[src/rtl/forwarding_unit_ex_pkg.sv]
// Shared opcode constants and datapath widths for the EX-stage forwarding unit.
// Pure declarations; no logic, no latency, no backpressure.
package forwarding_unit_ex_pkg;

    localparam int REG_W  = 5;
    localparam int DATA_W = 32;
    localparam int OP_W   = 6;

    localparam logic [OP_W-1:0] OP_J   = 6'b000010;
    localparam logic [OP_W-1:0] OP_JAL = 6'b000011;
    localparam logic [OP_W-1:0] OP_LW  = 6'b100011;
    localparam logic [OP_W-1:0] OP_SW  = 6'b101011;

    function automatic logic is_jump(input logic [OP_W-1:0] op);
        return (op == OP_J) || (op == OP_JAL);
    endfunction

endpackage

[src/rtl/fwd_select.sv]
// Combinational source-operand forwarding select, MEM result preferred over WB.
// Zero latency; no backpressure (pure function of its inputs).
module fwd_select
    import forwarding_unit_ex_pkg::*;
(
    input  logic [REG_W-1:0]  src_i,
    input  logic              en_i,
    input  logic [REG_W-1:0]  mem_rd_i,
    input  logic [REG_W-1:0]  wb_rd_i,
    input  logic [DATA_W-1:0] mem_dat_i,
    input  logic [DATA_W-1:0] wb_dat_i,
    output logic              hit_o,
    output logic [DATA_W-1:0] dat_o
);

    logic src_live;
    assign src_live = en_i && (src_i != '0);

    // MEM holds the youngest producer, so it is checked first.
    always_comb begin
        hit_o = 1'b0;
        dat_o = '0;
        if (src_live && (src_i == mem_rd_i)) begin
            hit_o = 1'b1;
            dat_o = mem_dat_i;
        end else if (src_live && (src_i == wb_rd_i)) begin
            hit_o = 1'b1;
            dat_o = wb_dat_i;
        end
    end

endmodule

[src/rtl/forwarding_unit_ex.sv]
// EX-stage forwarding unit: picks MEM/WB results for operands A and B, registered.
// One-cycle latency; no backpressure, a new instruction is accepted every cycle.
module forwarding_unit_ex
    import forwarding_unit_ex_pkg::*;
(
    input  logic              clk,
    input  logic              rst,
    input  logic [OP_W-1:0]   opcode,
    input  logic [REG_W-1:0]  EX_RS,
    input  logic [REG_W-1:0]  EX_RT,
    input  logic [REG_W-1:0]  MEM_RD,
    input  logic [REG_W-1:0]  WB_RD,
    input  logic [DATA_W-1:0] MEM_RD_DATA_I,
    input  logic [DATA_W-1:0] WB_RD_DATA_I,
    input  logic              ALUSrc,
    output logic [DATA_W-1:0] MEM_RD_DATA_O,
    output logic [DATA_W-1:0] WB_RD_DATA_O,
    output logic              FW_sig1,
    output logic              FW_sig2
);

    logic              en_a;
    logic              en_b;
    logic              hit_a_d;
    logic              hit_b_d;
    logic [DATA_W-1:0] dat_a_d;
    logic [DATA_W-1:0] dat_b_d;

    logic              hit_a_q;
    logic              hit_b_q;
    logic [DATA_W-1:0] dat_a_q;
    logic [DATA_W-1:0] dat_b_q;

    // Jumps read no registers; an immediate replaces operand B entirely.
    assign en_a = !is_jump(opcode);
    assign en_b = !is_jump(opcode) && !ALUSrc;

    fwd_select u_sel_a (
        .src_i     (EX_RS),
        .en_i      (en_a),
        .mem_rd_i  (MEM_RD),
        .wb_rd_i   (WB_RD),
        .mem_dat_i (MEM_RD_DATA_I),
        .wb_dat_i  (WB_RD_DATA_I),
        .hit_o     (hit_a_d),
        .dat_o     (dat_a_d)
    );

    fwd_select u_sel_b (
        .src_i     (EX_RT),
        .en_i      (en_b),
        .mem_rd_i  (MEM_RD),
        .wb_rd_i   (WB_RD),
        .mem_dat_i (MEM_RD_DATA_I),
        .wb_dat_i  (WB_RD_DATA_I),
        .hit_o     (hit_b_d),
        .dat_o     (dat_b_d)
    );

    always_ff @(posedge clk) begin
        if (rst) begin
            hit_a_q <= 1'b0;
            hit_b_q <= 1'b0;
            dat_a_q <= '0;
            dat_b_q <= '0;
        end else begin
            hit_a_q <= hit_a_d;
            hit_b_q <= hit_b_d;
            dat_a_q <= dat_a_d;
            dat_b_q <= dat_b_d;
        end
    end

    assign FW_sig1       = hit_a_q;
    assign FW_sig2       = hit_b_q;
    assign MEM_RD_DATA_O = dat_a_q;
    assign WB_RD_DATA_O  = dat_b_q;

endmodule

[config.mk]
export PLATFORM = sky130hd
export DESIGN_NAME = forwarding_unit_ex
export DESIGN_NICKNAME = d
export VERILOG_FILES = /design/src/rtl/forwarding_unit_ex_pkg.sv /design/src/rtl/fwd_select.sv /design/src/rtl/forwarding_unit_ex.sv
export SDC_FILE = /design/constraint.sdc
export NUM_CORES = 1
export LEC_CHECK = 0
export CAP_MARGIN = 0
export CORE_MARGIN = 1
export CORE_UTILIZATION = 42
export CTS_CLUSTER_SIZE = 24
export DETAILED_ROUTE_END_ITERATION = 8
export PLACE_DENSITY = 0.86
export SKIP_LAST_GASP = 1
export SYNTH_ARGS = -nofsm -noshare
export SYNTH_HDL_FRONTEND = slang
export SYNTH_SLANG_ARGS = --single-unit
[constraint.sdc]
create_clock -name clk -period 2.2 [get_ports clk]
set_input_delay 0.22 -clock clk [delete_from_list [all_inputs] [get_ports clk]]
set_output_delay 0.22 -clock clk [all_outputs]
set_load 0.02 [all_outputs]
Word-level counts from Yosys, hierarchy flattened
Cells that the tools add are included.
- register bits: 66
- equality and inequality tests: 6
- reduce and logical (&&, ||, !) cells: 12
- muxes and demuxes: 8
- operator list (cell ; number):
    2-to-1 mux 32 bit ; 4
    equality test 5 bit ; 4
    equality test 6 x 2 -> 1 bit (second input constant) ; 2
    nonzero test 5 bit ; 2
    logical AND 1 bit ; 7
    2-to-1 mux 1 bit ; 4
    zero test 1 bit ; 2
    logical OR 1 bit ; 1

Logic depth before layout (Yosys ltp)
- word-level depth: 8
- gate-level depth with buffers: 7
- mapped depth without buffers: 5

Cells and area by module
Synthesis repeated with hierarchy kept, for this count alone.
- cells, all modules: 324
- area, all modules: 3568.4 µm²
- modules (own cells, without submodules) (module ; area each (µm²) ; times used ; cells an instance):
    forwarding_unit_ex ; 1811.7 ; 1 ; 142
    fwd_select ; 878.3 ; 2 ; 91

Worst setup path after synthesis
No wires, ideal clock.
- kind: input to register
- from: input EX_RT[1]
- to: register dat_b_q[22], in the netlist WB_RD_DATA_O[22]
- setup slack: 698 ps
- cell stages on the path: 6
- library setup time: 128 ps
- data required time: 2072 ps
- data arrival time: 1375 ps
- buffers on the path: 1
- cell sequence: or4_4 o21bai_4 nor4_4 buf_6 a32oi_1 nor2_1
- cells in the longest elaborated chain, start to end: 5
- elaborated cells between the ends (all ways): 8
- classes of those cells: eq/ne (2); mux (2); reduce/logical (4)
- RTL lines (what ; RTL line ; source):
    from (decl) ; forwarding_unit_ex.sv:10 ; input logic [REG_W-1:0] EX_RT,
    nonzero test 5 bit ; fwd_select.sv:17 ; assign src_live = en_i && (src_i != '0);
    logical AND 1 bit ; fwd_select.sv:17 ;
    logical AND 1 bit ; fwd_select.sv:26 ; end else if (src_live && (src_i == wb_rd_i)) begin
    2-to-1 mux 32 bit ; fwd_select.sv:26 ;
    2-to-1 mux 32 bit * ; fwd_select.sv:23 ; if (src_live && (src_i == mem_rd_i)) begin
    to (signal assigned) ; forwarding_unit_ex.sv:70 ; dat_b_q <= dat_b_d;
    to (decl) ; forwarding_unit_ex.sv:32 ; logic [DATA_W-1:0] dat_b_q;
Mark *: on every way between the ends. The rest lies on a longest branch, timed or not.
A chain may end at the register's enable or synchronous reset.

Worst setup path in the final report
- from: input EX_RT[3]
- to: register dat_b_q[16], in the netlist WB_RD_DATA_O[16]
Same word-level chain as after synthesis.

==> flow_metrics.py <==
metrics = {
    "grt": {
        "number_of_antenna_violations_at_the_first_check_in_global_routing": 0,
        "vias_in_the_first_global_route": 2910,
        "total_overflow_reported_by_the_global_router": 0,
        "grt_max_degree": 74,
        "globalRouteTotalUtil": 0.244,
        "first_pass_grt_wire_length_mm": 13.8,
    },
    "final_layout": {
        "syn2layout_area_growth_pct": 64.4,
        "final_cell_area_um2": 4760,
        "most-common-layout-cells": "156 x clkdlybuf4s50_1, 66 x dfxtp_1, 36 x nor2_1, 32 x a32oi_1",
        "final_common_cell": "clkdlybuf4s50_1",
        "finalNonFillerCells": 533,
        "antenna_diode_count": 0,
        "num-nets-final": 544,
        "fraction_of_final_layout_cells_with_drive_strength_greater_than_1": 0.143,
        "final.fill_count": 498,
        "fin_util": 0.732,
    },
    "die": {
        "initial_core_util": 0.445,
        "floorplan.die_area_um2": 7220,
        "die-height_um": 85.0,
        "io_pins": 159,
        "die_x_um": 85.0,
        "core.rowCount": 29,
        "coreArea_um2": 6490,
    },
    "sta": {
        "timing_hold_violations_final": 0,
        "slew_violations": 0,
        "max_clock_freq_mhz": 494,
        "rsz0062_at_grt": "no",
        "post-route-min-period_ns": 2.02,
        "share_of_the_clock_period_used_by_the_worst_path_after_layout": 0.920,
        "worst_slew_pin_slew_ns": 0.842,
        "timing.max_slew.rel_slack": 0.434,
        "holdWs_ns": 0.322,
        "setup_viol": 0,
    },
    "critical_path": {
        "timing.critical_path.from_type": "primary input",
        "worst_ep_required_time_ns": 2.45,
        "worst_ep_arrival_time_ns": 2.28,
        "critPathKind": "in -> reg",
        "critical_path.top_delay_family": "simple AND/OR/NAND/NOR gates",
        "path_cells": "clkdlybuf4s50_1, or4_4, o21bai_4, nor4_4, buf_12, a32oi_1, nor2_1",
        "timing.critical_path.buf_inv": 2,
        "worst_setup_path_end_kind": "flop",
        "delay_contributed_by_the_slowest_stage_of_the_critical_path_ns": 0.75,
        "worstPathMaxFanout": 21,
        "critical_path.slowest_cell": "nor4_4",
    },
    "worst_hold_path": {
        "worstHoldPathType": "in -> reg",
    },
    "pwr": {
        "leakage_power_nw": 1.75,
        "power_frac_seq": 0.453,
        "p_per_area_nw_per_um2": 565,
        "clkPwrFrac": 0.378,
        "p_comb_frac": 0.169,
        "power.switching_fraction": 0.233,
        "internal_power_mw": 2.06,
        "ir_drop_mv": 0.354,
        "power.switching_uw": 627,
    },
    "route": {
        "drc_violation_count_after_routing": 0,
        "detail_route.wl_per_cell_um": 16.7,
        "vias_per_cell": 5.53,
        "drt_iter0_drc": 148,
        "drt.antenna.violating_nets": 0,
        "first_pass_iters": 4,
        "vias": 2947,
        "drt-total-wl_mm": 8.88,
    },
    "clock_network": {
        "hold_buffer_count_at_cts": 0,
        "cts-htree-levels": 3,
        "inserted_clock_buffers": 9,
        "clock_slew_seen_by_the_registers_of_the_worst_setup_and_hold_paths_ns": 0.07,
        "cts.repair.resized": 0,
        "cts.sink_count": 66,
        "postCtsSetupRepairBufs": 0,
        "cts_buffer_depth": 2,
        "clock_tree.root_cell": "clkbuf_8",
        "clock_tree_from_tritoncts": "yes",
    },
    "place": {
        "gp_congestion": 0.852,
        "placed_cells": 517,
        "dpl-instance-area_um2": 4560,
        "hpwlAfterDp_mm": 6.20,
        "io_buffers": 157,
    },
    "yosys": {
        "ys_ff_latch": 66,
        "synth.avg_cell_area_um2": 9.67,
        "yosysWarnings": 0,
        "synth_area_um2": 2890,
        "synth_seq_area_share": 0.457,
        "synth.lib_cells_used.distinct": 23,
        "syn-num-nets": 392,
        "synth_cells": 299,
    },
    "job": {
        "cap_viol_max_count": 0,
    },
    "status": {
        "status": "completed",
    },
}
power groups by stage:
| stage | registers [mW] | logic, mW | clock network (mW) |
|---|---|---|---|
| final | 1.22 | 0.455 | 1.01 |
| after global routing | 1.22 | 0.485 | 1.09 |
| after CTS | 1.22 | 0.454 | 1.03 |
| after detailed placement | 1.24 | 0.451 | 0 |
| after global placement | 1.24 | 0.441 | 0 |
| after floorplan | 1.27 | 0.159 | 0 |
final timing paths:
path / from / slack (ns) / to / cells after the start
worst max-delay path: EX_RT[3] / 0.18 / WB_RD_DATA_O[16] / 7
worst min-delay path: rst / 0.32 / WB_RD_DATA_O[12] / 2
cell families (layout without fill, tap and decap cells):
kind of cell           after synthesis  after routing  share of synthesized area
buffers and inverters               60            217                     0.0908
flip-flops                          66             66                      0.457
XOR/XNOR                            20             20                     0.0606
AO/OA/AOI/OAI                       67             67                      0.202
AND/OR/NAND/NOR                     86             86                      0.189
registers in the layout, indices dropped and copies added (netlist names):
signal         count
FW_sig1            1
FW_sig2            1
MEM_RD_DATA_O     32
WB_RD_DATA_O      32
metal layers:
metal | up-vias | wire, um | GRT usage
met1 | 1383 | 3450 | 0.278
met2 | 155 | 4660 | 0.439
met4 | 0 | 94 | 0.103
met5 | - | 0 | 0
met3 | 8 | 680 | 0.0535
li1 | 1401 | - | -
metrics by stage:
stage / power (mW) / setup TNS, ns / setup slack (ns)
after floorplan: 1.43 / 0 / 0.698
after global placement: 1.69 / -1.48 / -0.0789
after detailed placement: 1.70 / -2.57 / -0.154
after CTS: 2.70 / 0 / 0.171
after global routing: 2.79 / 0 / 0.0265
final: 2.69 / 0 / 0.176
cells in the mapped netlist, drive strengths merged:
library cell / instances / area [um2]
dfxtp: 66 / 1320
buf: 15 / 93.8
or3b: 31 / 272
o32ai: 31 / 272
nor4: 3 / 46.3
a21oi: 3 / 15.0
xor2: 7 / 61.3
clkbuf: 14 / 52.6
or4: 1 / 11.3
nor3: 3 / 20.0
nand4bb: 1 / 11.3
nand2b: 1 / 6.26
xnor2: 13 / 114
o21bai: 1 / 18.8
a32oi: 32 / 280
nor2: 36 / 135
or2: 1 / 6.26
nand2: 4 / 15.0
inv: 31 / 116
nand3: 5 / 25.0
area by class of cell:
cell class | instances | area (um2) | share of cell area
repair buffers | 170 | 1700 | 0.358
multi-input cells | 173 | 1320 | 0.278
flip-flops and latches | 66 | 1320 | 0.278
clock buffers | 14 | 163 | 0.0342
inverters | 31 | 116 | 0.0245
well taps | 77 | 96.3 | 0.0203
clock inverters | 2 | 35.0 | 0.00736
Note: power is estimated with default switching activity, not from simulation.
